## src/rtl/adc_pkg.sv

```systemverilog
// adc_pkg: shared definitions for the ADC0808 scan controller.
//   - state_t       : sequencer states
//   - NUM_CH / CH_W : analog channel count and index width
//   - CNT_W         : phase timing counter width
//   - DEF_*         : default phase timings in system-clock cycles
//   - cnt_load()    : counter preset so a phase of N cycles ends on count 0
package adc_pkg;

    localparam int NUM_CH = 8;
    localparam int CH_W   = 3;
    localparam int CNT_W  = 16;

    localparam int unsigned DEF_ADDR_SETUP   = 20;
    localparam int unsigned DEF_ALE_CYCLES   = 50;
    localparam int unsigned DEF_START_CYCLES = 50;
    localparam int unsigned DEF_EOC_FALL_MAX = 1000;
    localparam int unsigned DEF_EOC_TIMEOUT  = 20000;
    localparam int unsigned DEF_OE_SETTLE    = 20;
    localparam int unsigned DEF_GAP_CYCLES   = 100;

    typedef enum logic [3:0] {
        ST_IDLE,
        ST_SELECT,
        ST_SETUP,
        ST_ALE,
        ST_START,
        ST_WAIT_LO,
        ST_WAIT_HI,
        ST_READ,
        ST_GAP
    } state_t;

    function automatic logic [CNT_W-1:0] cnt_load(input int unsigned n);
        return CNT_W'(n - 1);
    endfunction

endpackage

```

## src/rtl/rr_next_channel.sv

```systemverilog
// rr_next_channel: combinational round-robin channel pick.
//   i_ptr   : last channel served
//   i_mask  : enabled channels
//   o_idx   : first enabled channel strictly after i_ptr, wrapping 7->0
//             (i_ptr itself when it is the only enabled channel)
//   o_found : at least one channel is enabled
module rr_next_channel
    import adc_pkg::*;
(
    input  logic [CH_W-1:0]   i_ptr,
    input  logic [NUM_CH-1:0] i_mask,
    output logic [CH_W-1:0]   o_idx,
    output logic              o_found
);

    logic [CH_W-1:0] w_cand;

    // Walk from the farthest candidate (the pointer itself, offset NUM_CH)
    // down to the nearest (offset 1) so the nearest enabled one wins.
    always_comb begin
        o_idx   = i_ptr;
        o_found = 1'b0;
        w_cand  = '0;
        for (int k = NUM_CH; k >= 1; k--) begin
            w_cand = i_ptr + CH_W'(k);
            if (i_mask[w_cand]) begin
                o_idx   = w_cand;
                o_found = 1'b1;
            end
        end
    end

endmodule

```

## src/rtl/adc0808_scan_controller.sv

```systemverilog
// adc0808_scan_controller: round-robin conversion sequencer for an ADC0808.
//   CLK100MHZ    : system clock
//   reset        : asynchronous active-low reset
//   scan_en      : run conversions continuously while high
//   chan_en      : channel enable mask, sampled at each channel pick
//   eoc          : ADC end-of-conversion (asynchronous, synchronized here)
//   data_in      : ADC parallel data
//   ale/start/oe : ADC control pins
//   addr         : ADC channel select
//   sample_data  : last captured result, sample_chan its channel
//   sample_valid : one-cycle pulse per new sample
//   timeout_err  : one-cycle pulse per aborted conversion
//   busy         : high whenever not idle
// All outputs are registered from the next state so pins never glitch on
// state decode and each phase's pins line up with the phase cycles exactly.
module adc0808_scan_controller
    import adc_pkg::*;
#(
    parameter int unsigned ADDR_SETUP   = DEF_ADDR_SETUP,
    parameter int unsigned ALE_CYCLES   = DEF_ALE_CYCLES,
    parameter int unsigned START_CYCLES = DEF_START_CYCLES,
    parameter int unsigned EOC_FALL_MAX = DEF_EOC_FALL_MAX,
    parameter int unsigned EOC_TIMEOUT  = DEF_EOC_TIMEOUT,
    parameter int unsigned OE_SETTLE    = DEF_OE_SETTLE,
    parameter int unsigned GAP_CYCLES   = DEF_GAP_CYCLES
) (
    input  logic              CLK100MHZ,
    input  logic              reset,
    input  logic              scan_en,
    input  logic [NUM_CH-1:0] chan_en,
    input  logic              eoc,
    input  logic [7:0]        data_in,
    output logic              ale,
    output logic              start,
    output logic              oe,
    output logic [CH_W-1:0]   addr,
    output logic [7:0]        sample_data,
    output logic [CH_W-1:0]   sample_chan,
    output logic              sample_valid,
    output logic              timeout_err,
    output logic              busy
);

    state_t           r_state, w_state_nxt;
    logic [CNT_W-1:0] r_cnt, w_cnt_nxt;
    logic [CH_W-1:0]  r_ptr, r_addr, r_sample_chan;
    logic [7:0]       r_sample_data;
    logic             r_eoc_meta, r_eoc_sync;
    logic             r_ale, r_start, r_oe, r_valid, r_timeout, r_busy;
    logic [CH_W-1:0]  w_pick_idx;
    logic             w_pick_found;
    logic             w_cnt_done;
    logic             w_capture;
    logic             w_timeout;

    rr_next_channel u_rr (
        .i_ptr   (r_ptr),
        .i_mask  (chan_en),
        .o_idx   (w_pick_idx),
        .o_found (w_pick_found)
    );

    assign w_cnt_done = (r_cnt == '0);

    always_comb begin
        w_state_nxt = r_state;
        w_cnt_nxt   = w_cnt_done ? r_cnt : r_cnt - 1'b1;
        w_capture   = 1'b0;
        w_timeout   = 1'b0;
        case (r_state)
            ST_IDLE: begin
                if (scan_en && (|chan_en)) w_state_nxt = ST_SELECT;
            end
            ST_SELECT: begin
                if (w_pick_found) begin
                    w_state_nxt = ST_SETUP;
                    w_cnt_nxt   = cnt_load(ADDR_SETUP);
                end else begin
                    w_state_nxt = ST_IDLE;
                end
            end
            ST_SETUP: begin
                if (w_cnt_done) begin
                    w_state_nxt = ST_ALE;
                    w_cnt_nxt   = cnt_load(ALE_CYCLES);
                end
            end
            ST_ALE: begin
                if (w_cnt_done) begin
                    w_state_nxt = ST_START;
                    w_cnt_nxt   = cnt_load(START_CYCLES);
                end
            end
            ST_START: begin
                if (w_cnt_done) begin
                    w_state_nxt = ST_WAIT_LO;
                    w_cnt_nxt   = cnt_load(EOC_FALL_MAX);
                end
            end
            ST_WAIT_LO: begin
                // A conversion fast enough to hide the eoc low pulse still
                // moves on once the fall window expires.
                if (!r_eoc_sync || w_cnt_done) begin
                    w_state_nxt = ST_WAIT_HI;
                    w_cnt_nxt   = cnt_load(EOC_TIMEOUT);
                end
            end
            ST_WAIT_HI: begin
                if (r_eoc_sync) begin
                    w_state_nxt = ST_READ;
                    w_cnt_nxt   = cnt_load(OE_SETTLE);
                end else if (w_cnt_done) begin
                    w_state_nxt = ST_GAP;
                    w_cnt_nxt   = cnt_load(GAP_CYCLES);
                    w_timeout   = 1'b1;
                end
            end
            ST_READ: begin
                if (w_cnt_done) begin
                    w_state_nxt = ST_GAP;
                    w_cnt_nxt   = cnt_load(GAP_CYCLES);
                    w_capture   = 1'b1;
                end
            end
            ST_GAP: begin
                if (w_cnt_done) w_state_nxt = scan_en ? ST_SELECT : ST_IDLE;
            end
            default: w_state_nxt = ST_IDLE;
        endcase
    end

    always_ff @(posedge CLK100MHZ or negedge reset) begin
        if (!reset) begin
            r_state       <= ST_IDLE;
            r_cnt         <= '0;
            r_ptr         <= CH_W'(NUM_CH - 1);
            r_addr        <= '0;
            r_eoc_meta    <= 1'b0;
            r_eoc_sync    <= 1'b0;
            r_ale         <= 1'b0;
            r_start       <= 1'b0;
            r_oe          <= 1'b0;
            r_busy        <= 1'b0;
            r_valid       <= 1'b0;
            r_timeout     <= 1'b0;
            r_sample_data <= '0;
            r_sample_chan <= '0;
        end else begin
            r_state    <= w_state_nxt;
            r_cnt      <= w_cnt_nxt;
            r_eoc_meta <= eoc;
            r_eoc_sync <= r_eoc_meta;
            if (r_state == ST_SELECT && w_pick_found) begin
                r_ptr  <= w_pick_idx;
                r_addr <= w_pick_idx;
            end
            r_ale     <= (w_state_nxt == ST_ALE) || (w_state_nxt == ST_START);
            r_start   <= (w_state_nxt == ST_START);
            r_oe      <= (w_state_nxt == ST_READ);
            r_busy    <= (w_state_nxt != ST_IDLE);
            r_valid   <= w_capture;
            r_timeout <= w_timeout;
            if (w_capture) begin
                r_sample_data <= data_in;
                r_sample_chan <= r_addr;
            end
        end
    end

    assign ale          = r_ale;
    assign start        = r_start;
    assign oe           = r_oe;
    assign addr         = r_addr;
    assign busy         = r_busy;
    assign sample_valid = r_valid;
    assign timeout_err  = r_timeout;
    assign sample_data  = r_sample_data;
    assign sample_chan  = r_sample_chan;

endmodule

```

## config.mk

```make
export PLATFORM = sky130hd
export DESIGN_NAME = adc0808_scan_controller
export DESIGN_NICKNAME = d
export VERILOG_FILES = /design/src/rtl/adc_pkg.sv /design/src/rtl/rr_next_channel.sv /design/src/rtl/adc0808_scan_controller.sv
export SDC_FILE = /design/constraint.sdc
export NUM_CORES = 1
export LEC_CHECK = 0
export BUFFER_PORTS_ARGS = -buffer_cell sky130_fd_sc_hd__buf_4
export CORE_AREA = 2 2 121 64
export DETAILED_ROUTE_END_ITERATION = 7
export DIE_AREA = 0 0 123 66
export REMOVE_ABC_BUFFERS = 1
export SLEW_MARGIN = 20
export SYNTH_ARGS = -nofsm -noshare
export SYNTH_HDL_FRONTEND = slang
export SYNTH_SLANG_ARGS = --single-unit
```

## constraint.sdc

```tcl
create_clock -name CLK100MHZ -period 5 [get_ports CLK100MHZ]
set_input_delay 0.75 -clock CLK100MHZ [delete_from_list [all_inputs] [get_ports CLK100MHZ]]
set_output_delay 0.75 -clock CLK100MHZ [all_outputs]
set_load 0.01 [all_outputs]
```

==> results of run 1 <==
-- Yosys cell counts, types with 2 or more instances --
| master | count |
|---|---|
| sky130_fd_sc_hd__nor2b_1 | 7 |
| sky130_fd_sc_hd__a221oi_1 | 3 |
| sky130_fd_sc_hd__a31oi_1 | 4 |
| sky130_fd_sc_hd__a311oi_1 | 3 |
| sky130_fd_sc_hd__and3_1 | 4 |
| sky130_fd_sc_hd__a21o_1 | 3 |
| sky130_fd_sc_hd__o31ai_1 | 3 |
| sky130_fd_sc_hd__o211ai_1 | 4 |
| sky130_fd_sc_hd__nor2_1 | 20 |
| sky130_fd_sc_hd__a311o_1 | 3 |
| sky130_fd_sc_hd__o21ai_0 | 19 |
| sky130_fd_sc_hd__and2_1 | 2 |
| sky130_fd_sc_hd__buf_2 | 2 |
| sky130_fd_sc_hd__nand2_1 | 23 |
| sky130_fd_sc_hd__or3_1 | 2 |
| sky130_fd_sc_hd__mux2i_1 | 11 |
| sky130_fd_sc_hd__ha_1 | 5 |
| sky130_fd_sc_hd__nand4_1 | 3 |
| sky130_fd_sc_hd__xor2_1 | 9 |
| sky130_fd_sc_hd__nor3_1 | 8 |
| sky130_fd_sc_hd__buf_6 | 2 |
| sky130_fd_sc_hd__o2111ai_1 | 2 |
| sky130_fd_sc_hd__nand3_1 | 15 |
| sky130_fd_sc_hd__a21oi_1 | 16 |
| sky130_fd_sc_hd__inv_1 | 13 |
| sky130_fd_sc_hd__mux2_2 | 15 |
| sky130_fd_sc_hd__dfrtp_1 | 42 |
| sky130_fd_sc_hd__o21a_1 | 2 |
| sky130_fd_sc_hd__mux4_2 | 14 |
| sky130_fd_sc_hd__or4_4 | 2 |
| sky130_fd_sc_hd__buf_1 | 3 |
| sky130_fd_sc_hd__nand4b_1 | 3 |
| sky130_fd_sc_hd__dfstp_2 | 3 |
| sky130_fd_sc_hd__nand2b_1 | 2 |
| sky130_fd_sc_hd__o311ai_0 | 3 |
| sky130_fd_sc_hd__and4_1 | 2 |
| sky130_fd_sc_hd__nor3b_1 | 2 |
| sky130_fd_sc_hd__a211oi_1 | 6 |
| sky130_fd_sc_hd__xnor2_1 | 6 |
| sky130_fd_sc_hd__clkbuf_1 | 10 |
| sky130_fd_sc_hd__nor4_1 | 7 |
-- power groups by stage --
stage / clock, µW / combinational [µW] / sequential [µW]
global route: 403 / 74.3 / 372
floorplan: 0 / 27.4 / 379
finish: 378 / 68.1 / 371
detailed placement: 0 / 67.2 / 378
CTS: 388 / 67.7 / 371
global placement: 0 / 67.4 / 378
-- state kept, by name (all words and copies together), names as in the netlist --
register,count
r_cnt,16
r_eoc_meta,1
sample_chan,3
busy,1
addr,3
sample_valid,1
r_state,4
ale,1
timeout_err,1
start,1
oe,1
r_eoc_sync,1
r_ptr,3
sample_data,8
-- area by class of cell --
cell class / instances / area share (%)
Timing Repair Buffer: 40 / 8.15
Tap cell: 96 / 3.26
Sequential cell: 45 / 30.7
Clock inverter: 3 / 1.26
Clock buffer: 5 / 3.39
Inverter: 14 / 1.43
Multi-Input combinational cell: 249 / 51.9
-- final timing paths --
path,to,slack [ns],cells past startpoint
worst max-delay path,busy,0.63,8
worst min-delay path,r_eoc_sync,0.36,0
min in group asynchronous,oe,0.44,1
worst max register to register,busy,0.63,8
worst min register to register,r_eoc_sync,0.36,0
max in group asynchronous,r_ptr[0],4.16,1
-- cell families (layout without fill, tap and decap cells) --
family / after synthesis / after routing / synth area share, %
flip-flops: 45 / 45 / 35.6
XOR/XNOR: 15 / 15 / 4.14
AND/OR/NAND/NOR: 105 / 105 / 17.3
adder cells (fa/ha/maj): 5 / 5 / 1.97
multiplexers: 40 / 40 / 18.7
AO/OA/AOI/OAI: 84 / 84 / 18.0
buffers and inverters: 31 / 62 / 4.22
-- metal layers --
layer	routed length (µm)	vias up	track usage, %
li1	-	1299	-
met1	4500	1379	38.8
met2	3130	168	28.5
met3	1120	3	8.53
met4	16	0	2.84
met5	0	-	0
-- per-stage QoR --
| stage | hold slack (ns) | cells | total power (µW) |
|---|---|---|---|
| 6_report | 0.356 | 452 | 818 |
| 3_3_place_gp | 0.333 | 444 | 445 |
| 4_1_cts | 0.362 | 452 | 828 |
| 3_5_place_dp | 0.346 | 444 | 445 |
| 2_1_floorplan | 0.331 | 308 | 406 |
| 5_1_grt | 0.365 | 452 | 848 |
==> summary by stage, run 1 <==
Pwr
The leakage power total is 0.00152 µW. Summed over all nets, the switching power comes to 181 µW. Of the total power, the clock network draws 46.2%. Combinational logic burns 8.3% of the power. The worst-case IR drop observed on VDD is 118 µV.

Net switching is 22.2% of the power. The portion of total power attributed to sequential cells is 45.4%. For this design the ratio of total power to cell area is 222 nW/µm². The internal power of the cells totals 636 µW.

Synth
Yosys attributes the largest share of cell area to sky130_fd_sc_hd__dfrtp_1 33%, sky130_fd_sc_hd__mux4_2 9.9%, sky130_fd_sc_hd__mux2_2 5.3%, sky130_fd_sc_hd__mux2i_1 3.5%, sky130_fd_sc_hd__o21ai_0 3.0%. The post-synthesis average cell area is 9.77 µm². In the synthesized netlist the dominant register cell turns out to be sky130_fd_sc_hd__dfrtp_1. In the synthesized netlist the async set-or-reset flop fraction comes to 100%. The yosys synthesis warning count is 0. The area share of the largest cell type after synthesis is 33.1%. The share of the Yosys chip area taken by registers is 35.6%. The distinct cell type count after synthesis is 58. Counting flops with a built-in enable in the synthesized netlist gives 0.

Synthesis inferred 45 register bits. Of all cell types, the one taking the most synthesized area is sky130_fd_sc_hd__dfrtp_1. In the synthesized netlist, the number of instances is 325.

Summing every instance area after synthesis gives 3180 µm².

Final layout
Summing all non-filler instances in the final layout gives an area of 3690 µm². In the final layout, the multi-input gates occupy 1910 µm². Of the cells placed in the final design, the portion with a size suffix greater than 1 is 23.9%. Summing all flip-flop and latch instances after layout gives 1130 µm². The synthesis-to-layout area growth is 16.1%.

The final core utilization is 51.9%. The filler cells instantiated in the layout total 669. 0 antenna diodes ended up in the layout. The final layout contains 380 nets. The library cells used most frequently in the layout, excluding fill and tap cells, are 42 x sky130_fd_sc_hd__dfrtp_1, 40 x sky130_fd_sc_hd__buf_4, 23 x sky130_fd_sc_hd__nand2_1. The commonest non-fill, non-tap cell in the layout is sky130_fd_sc_hd__dfrtp_1.

Hold path
The path type of the worst min-delay path is register to register. The launch instance of the worst min-delay path is r_eoc_meta.

Worst setup path
For this design, the slowest cell found on the critical path is sky130_fd_sc_hd__dfstp_2. The startpoint of the lowest-slack register-to-register path is r_ptr[0]. The startpoint kind of the worst setup timing path is a register. The endpoint class of the critical path is a register. In this run the worst path has a maximum fanout of 16. The required time reported for the critical path endpoint is 5.17 ns. The data arrival at the endpoint of the critical path is 4.54 ns.

The kind of cell with the highest combined delay along the critical path is compound AO/OA/AOI/OAI gates. The number of buffers and inverters on the critical path is 1. The type of the worst setup path is register to register.

Tracing the worst setup path back leads to its startpoint at r_ptr[0]. Traced cell by cell, the critical path runs through clkinv_1, ha_1, mux4_2, or4_4, o211ai_2, a21oi_1, a311o_1, a2111o_1. The delay of the slowest cell on the worst path is 0.79 ns.

Routing
Using the TritonRoute via totals, the vias-per-cell ratio works out to 6.30. For this block, the initial DRC count from the detailed router was 281. For this run, design rule violations remaining after detail routing come to 0. Dividing the detail-routed wire length by the instance count gives 19.4 µm. The first detailed-routing pass ran for 5 iterations. The via count is 2849. The detailed-route wire length is 8770 µm. Once detail routing completed, the nets flagged for antenna violations numbered 0.

Placed design
At the placement stage, the worst setup path has a slack of 0.649 ns. The total of buffers placed on input and output ports is 39. Once placement finished, the instance area stood at 3510 µm². The last weighted congestion value of the routability-driven placer is 0.946.

The HPWL after detailed placement is 6430 µm.

CTS
The number of gates given a new drive strength after cts is 0. Counting every sink on the clock net gives 45. The number of buffers inserted to repair setup after CTS is 0. Counting along the longest clock path gives a buffer depth of 2. For this design, the CTS-stage hold fixing added 0 buffers. The clock slew seen by the registers of the worst setup and hold paths is 0.07 ns.

The root cell of the clock tree is sky130_fd_sc_hd__clkbuf_16. The clock tree from TritonCTS is built. The number of clock buffers inserted by TritonCTS is 5. The number of levels the H-tree was split into is 2. The clock reaches the later pin of the worst-skew pair after 0.29 ns.

Global routing
Entering global routing, the biggest net connects 46 pins. The first global-routing pass estimated 14400 µm of wire. Across every metal layer, demand over resource in global routing totals 23.5%. The via count of the first global-routing pass is 2660. The total congestion overflow after global routing is 0. The initial antenna violation count is 0.

STA
After routing, the total negative slack on setup checks comes to 0 ns. The count of final hold-check violations is 0. For the finished layout, the period the worst path requires is 4.37 ns. Setup violations remaining at the end of the flow were counted as 0. The setup slack after layout is 0.634 ns. The maximum clock frequency is 0.229 GHz. The count of final max-slew check failures came to 0. Setup repair after global routing left no endpoint under its margin. On the final layout, the worst clock skew is 0.00732 ns.

The fraction of the cycle the final worst path needs is 87.3%. The transition at the pin with the smallest max-transition slack is 0.842 ns. The headroom to the max-slew limit is 43.4%.

Outcome
The flow ran to the end, and the final reports show no timing, DRC or antenna violations.

Floorplanning
The floorplan step set the die height to 66 µm. The die covers 8120 µm². The floorplan step set the die width to 123 µm. The starting density of the core is 44.7%. The row count is 22. In this run the count of I/O pins placed on the die edge is 40.

The core area is 7100 µm².

Run
Max-cap violations in this run came to 0.
(Power assumes the default switching activity.)
==> inputs of run 2 (changes only) <==
--- a/config.mk
+++ b/config.mk
@@ -5,11 +5,16 @@
 export SDC_FILE = /design/constraint.sdc
 export NUM_CORES = 1
 export LEC_CHECK = 0
+export ABC_AREA = 1
 export BUFFER_PORTS_ARGS = -buffer_cell sky130_fd_sc_hd__buf_4
-export CORE_AREA = 2 2 121 64
+export CELL_PAD_IN_SITES_DETAIL_PLACEMENT = 0
+export CELL_PAD_IN_SITES_GLOBAL_PLACEMENT = 2
+export CORE_AREA = 2 2 139 73
 export DETAILED_ROUTE_END_ITERATION = 7
-export DIE_AREA = 0 0 123 66
+export DIE_AREA = 0 0 141 75
+export PLACE_DENSITY_LB_ADDON = 0.1
 export REMOVE_ABC_BUFFERS = 1
+export SETUP_SLACK_MARGIN = 0.02
 export SLEW_MARGIN = 20
 export SYNTH_ARGS = -nofsm -noshare
 export SYNTH_HDL_FRONTEND = slang
==> summary by stage, run 2 <==
Outcome
The run finished with clean final reports.

Pwr
The cell area power density is 209 nW/µm² (-5.7%). The leakage power total was 0.00169 µW (+11%). The worst voltage drop across the vdd grid is 81.6 µV (-31%).

Synth
By area, the combinational part of the netlist is dominated by simple AND/OR/NAND/NOR gates. The largest total area in the synthesized netlist belongs to sky130_fd_sc_hd__dfrtp_1. The compound-gate portion of the synthesized area is 6.81% (-11 points).

The most used flip-flop cell after synthesis is sky130_fd_sc_hd__dfrtp_1. The cell with the most instances after synthesis is sky130_fd_sc_hd__nand2_1. The area share of the largest cell type after synthesis is 34.7% (+1.6 points). The register area share after synthesis came to 37.3% (+1.7 points). The fraction of synthesis flops using an asynchronous set or reset pin came to 100% (unchanged).

The synthesized-area fraction occupied by xor and xnor cells is 4.62% (+0.48 points). The synthesized netlist cell count was 421 (+30%). The portion of netlist area occupied by mux cells is 0% (-19 points). The area share of fa/ha/maj cells after synthesis came to 2.06% (+0.093 points).

The distinct cell type count after synthesis is 40 (-31%). The commonest cells after synthesis are 125 x sky130_fd_sc_hd__nand2_1, 56 x sky130_fd_sc_hd__nand3_1, 42 x sky130_fd_sc_hd__dfrtp_1. The simple logic cell fraction of the synthesized area is 41.7% (+24 points).

The yosys synthesis warning count came to 0 (unchanged). The number of flops mapped to enable cells by yosys was 0 (unchanged). Yosys attributes the largest share of cell area to sky130_fd_sc_hd__dfrtp_1 35%, sky130_fd_sc_hd__nand2_1 15%, sky130_fd_sc_hd__nand3_1 9.2%, sky130_fd_sc_hd__nor2_1 5.1%, sky130_fd_sc_hd__inv_1 3.6%. The flip-flop and latch count after synthesis was 45 (unchanged). The post-synthesis cell area is 3030 µm² (-4.5%).

The post-synthesis average cell area is 7.20 µm² (-26%).

Routing
The initial detailed-routing violation count was 143 (-49%). The detailed-router iteration count before antenna repair is 4 (-1). The post-detailed-route wirelength per cell is 14.5 µm (-25%). The number of DRC violations after detailed routing is 0 (unchanged).

The number of nets with antenna violations after routing is 0 (unchanged). The via count is 2803 (-1.6%). The detailed-route wire length is 8440 µm (-3.7%).

The via count normalized by instance count is 4.81 (-24%).

Final layout
The flip-flop count of the largest register, all copies and words added was 16 (unchanged). The library cell used most frequently in the layout, excluding fill and tap cells, is sky130_fd_sc_hd__nand2_1. The top cell types in the final layout, fill and taps aside, are 125 x sky130_fd_sc_hd__nand2_1, 56 x sky130_fd_sc_hd__nand3_1, 42 x sky130_fd_sc_hd__dfrtp_1. The final net count is 486 (+28%). Relative to the synthesized area, the layout overhead comes to 18.3%.

The number of diodes added for antenna fixing is 0 (unchanged). The share of cells above drive strength 1 is 22.3% (-1.6 points). r_cnt holds more flip-flops than any other register.

Global routing
The via count of the first global-routing pass is 2935 (+10%). The initial antenna violation count came to 0 (unchanged). The total congestion overflow after global routing came to 0 (unchanged).

The global-route usage over all layers is 17.5% (-6.0 points). The maximum number of pins on one net before global-route repair is 46 (unchanged). The wire length of the first global-routing pass is 14300 µm (-0.24%).

Worst setup path
The worst reg2reg path depth is 14 (+6). The type of the worst setup path is register to register. In this run the critical register-to-register path is captured at addr[1]. In this run the critical register-to-register path is launched from r_ptr[0].

STA classifies the critical path endpoint as a register. The maximum fanout encountered on the critical timing path is 12 (-4). The reg2reg setup slack is 2.55 ns (+1.92 ns). The data arrival at the endpoint of the critical path came to 2.65 ns (-1.89 ns). The startpoint kind of the worst setup timing path is a register. The required time reported for the critical path endpoint is 5.20 ns (+0.03 ns).

STA
The worst clock skew on the final layout is 0.0120 ns (+0.00470 ns). The maximum clock frequency was 0.408 GHz (+78%). The fraction of the cycle the final worst path needs is 49.0% (-38 points). Setup repair after global routing left no endpoint under its margin. The count of final max-slew check failures was 0 (unchanged).

The shortest clock period the worst path allows after layout is 2.45 ns (-1.92 ns). The count of final hold-check violations is 0 (unchanged). The count of endpoints failing setup in the final report came to 0 (unchanged). The transition at the pin with the smallest max-transition slack came to 0.768 ns (-0.0734 ns). The headroom to the max-slew limit is 48.6% (+5.2 points). The setup TNS came to 0 ns (unchanged). The setup slack after layout is 2.55 ns (+1.92 ns).

Hold path
The path type of the worst min-delay path is register to register. The launch instance of the worst min-delay path is r_eoc_meta. The hold-critical path endpoint is r_eoc_sync. The depth of the worst hold-timing path came to 0 (unchanged).

Floorplanning
The core area is 9290 µm² (+31%). The die footprint is 10600 µm² (+30%). The row count is 25 (+14%). The horizontal die dimension is 141 µm (+15%). The starting density of the core is 32.6% (-12 points).

The number of top-level design ports is 40 (unchanged). The vertical die dimension was 75 µm (+14%).

Run
The number of max-capacitance violations reported is 0 (unchanged).

CTS
The count of hold buffers inserted by post-cts repair is 0 (unchanged). The number of buffers inserted to repair setup after CTS is 0 (unchanged). The number of gates given a new drive strength after cts is 0 (unchanged). The sink count of the clock tree is 45 (unchanged). The root cell of the clock tree is sky130_fd_sc_hd__clkbuf_16.

The number of levels the H-tree was split into came to 2 (unchanged). The clock tree from TritonCTS is built. The number of clock buffers inserted by TritonCTS was 5 (unchanged). The maximum buffer depth of the clock tree came to 2 (unchanged). The clock slew seen by the registers of the worst setup and hold paths is 0.07 ns (about the same). The source-to-sink clock delay at the later pin of the worst-skew pair is 0.30 ns (about the same).

Placed design
The worst setup slack before clock tree synthesis was 2.42 ns (+1.77 ns). The last weighted congestion value of the routability-driven placer is 0.893 (-5.6%). The total of buffers placed on input and output ports is 39 (unchanged). The HPWL after detailed placement was 6620 µm (+3.0%).
[run 2: changes by cell type in the layout (fill, tap and decap cells not counted), moves of 16 or more]
cell and delta:
sky130_fd_sc_hd__nand2_1 +102, sky130_fd_sc_hd__nor2_1 +21, sky130_fd_sc_hd__nand3_1 +41, sky130_fd_sc_hd__o21ai_0 -17, sky130_fd_sc_hd__inv_1 +16, sky130_fd_sc_hd__inv_2 +18
[run 2: logic make-up (layout without fill, tap and decap cells)]
| kind of cell | after synthesis | in the layout |
|---|---|---|
| DFF | 45 | 45 |
| xor gates and xnor gates | 16 | 16 |
| and+or+nand+nor | 270 | 270 |
| buffers and inverters | 56 | 97 |
| AOI/OAI and AO/OA | 29 | 29 |
| adders and majority gates | 5 | 5 |
[run 2: worst max path at each step]
stage	start	end	slack [ns]	cells past startpoint
2_1_floorplan	r_ptr[0]	addr[1]	2.89	14
3_3_place_gp	chan_en[6]	ale	2.40	12
3_5_place_dp	chan_en[6]	ale	2.42	12
4_1_cts	r_ptr[1]	addr[0]	2.54	14
5_1_grt	r_ptr[1]	addr[0]	2.30	15
6_report	r_ptr[0]	addr[1]	2.55	14
[run 2: through the flow]
step / utilization [%] / cell area (µm²) / power (µW) / std cells / hold slack, ns
2_1_floorplan: - / 2990 / 389 / 415 / 0.331
3_3_place_gp: 37.0 / 3440 / 414 / 575 / 0.333
3_5_place_dp: 37.0 / 3440 / 414 / 575 / 0.336
4_1_cts: 38.6 / 3590 / 762 / 583 / 0.353
5_1_grt: 38.6 / 3590 / 783 / 583 / 0.367
6_report: 38.6 / 3590 / 751 / 583 / 0.356
[run 2: per-layer routing]
metal | up-vias | share of wire [%] | wire, µm | global-route usage [%]
li1 | 1439 | - | - | -
met2 | 33 | 50 | 4230 | 32.5
met4 | 0 | 1.4 | 117 | 5.78
met1 | 1322 | 46 | 3900 | 21.2
met5 | - | 0 | 0 | 0
met3 | 9 | 2.3 | 198 | 2.93
[run 2: power breakdown]
| group | switching [µW] | internal [µW] | total (µW) |
|---|---|---|---|
| clock | 156 | 188 | 344 |
| combinational | 24.5 | 16.3 | 40.7 |
| sequential | 0.678 | 365 | 365 |
| total | 182 | 569 | 751 |
[run 2: worst max-delay path: stages, from the launching register on]
cell and delay, ns:
sky130_fd_sc_hd__dfstp_2 0.66, sky130_fd_sc_hd__inv_2 0.12, sky130_fd_sc_hd__ha_1 0.39, sky130_fd_sc_hd__inv_1 0.22, sky130_fd_sc_hd__nand3_1 0.17, sky130_fd_sc_hd__nand3_1 0.14, sky130_fd_sc_hd__nand2_1 0.10, sky130_fd_sc_hd__a21oi_1 0.14
sky130_fd_sc_hd__nand3_1 0.09, sky130_fd_sc_hd__nand2_1 0.06, sky130_fd_sc_hd__nand2_1 0.05, sky130_fd_sc_hd__nand2_1 0.05, sky130_fd_sc_hd__nand2_1 0.05, sky130_fd_sc_hd__nand2_1 0.07, sky130_fd_sc_hd__nand2_1 0.05
[run 2: area by class of cell]
cell class,count,area [µm²]
clock buffers,5,125
clock inverters,3,25.0
fillers,1016,5700
inverters,50,190
multi-input cells,320,1670
flip-flops and latches,45,1130
well taps,121,151
repair buffers,39,293
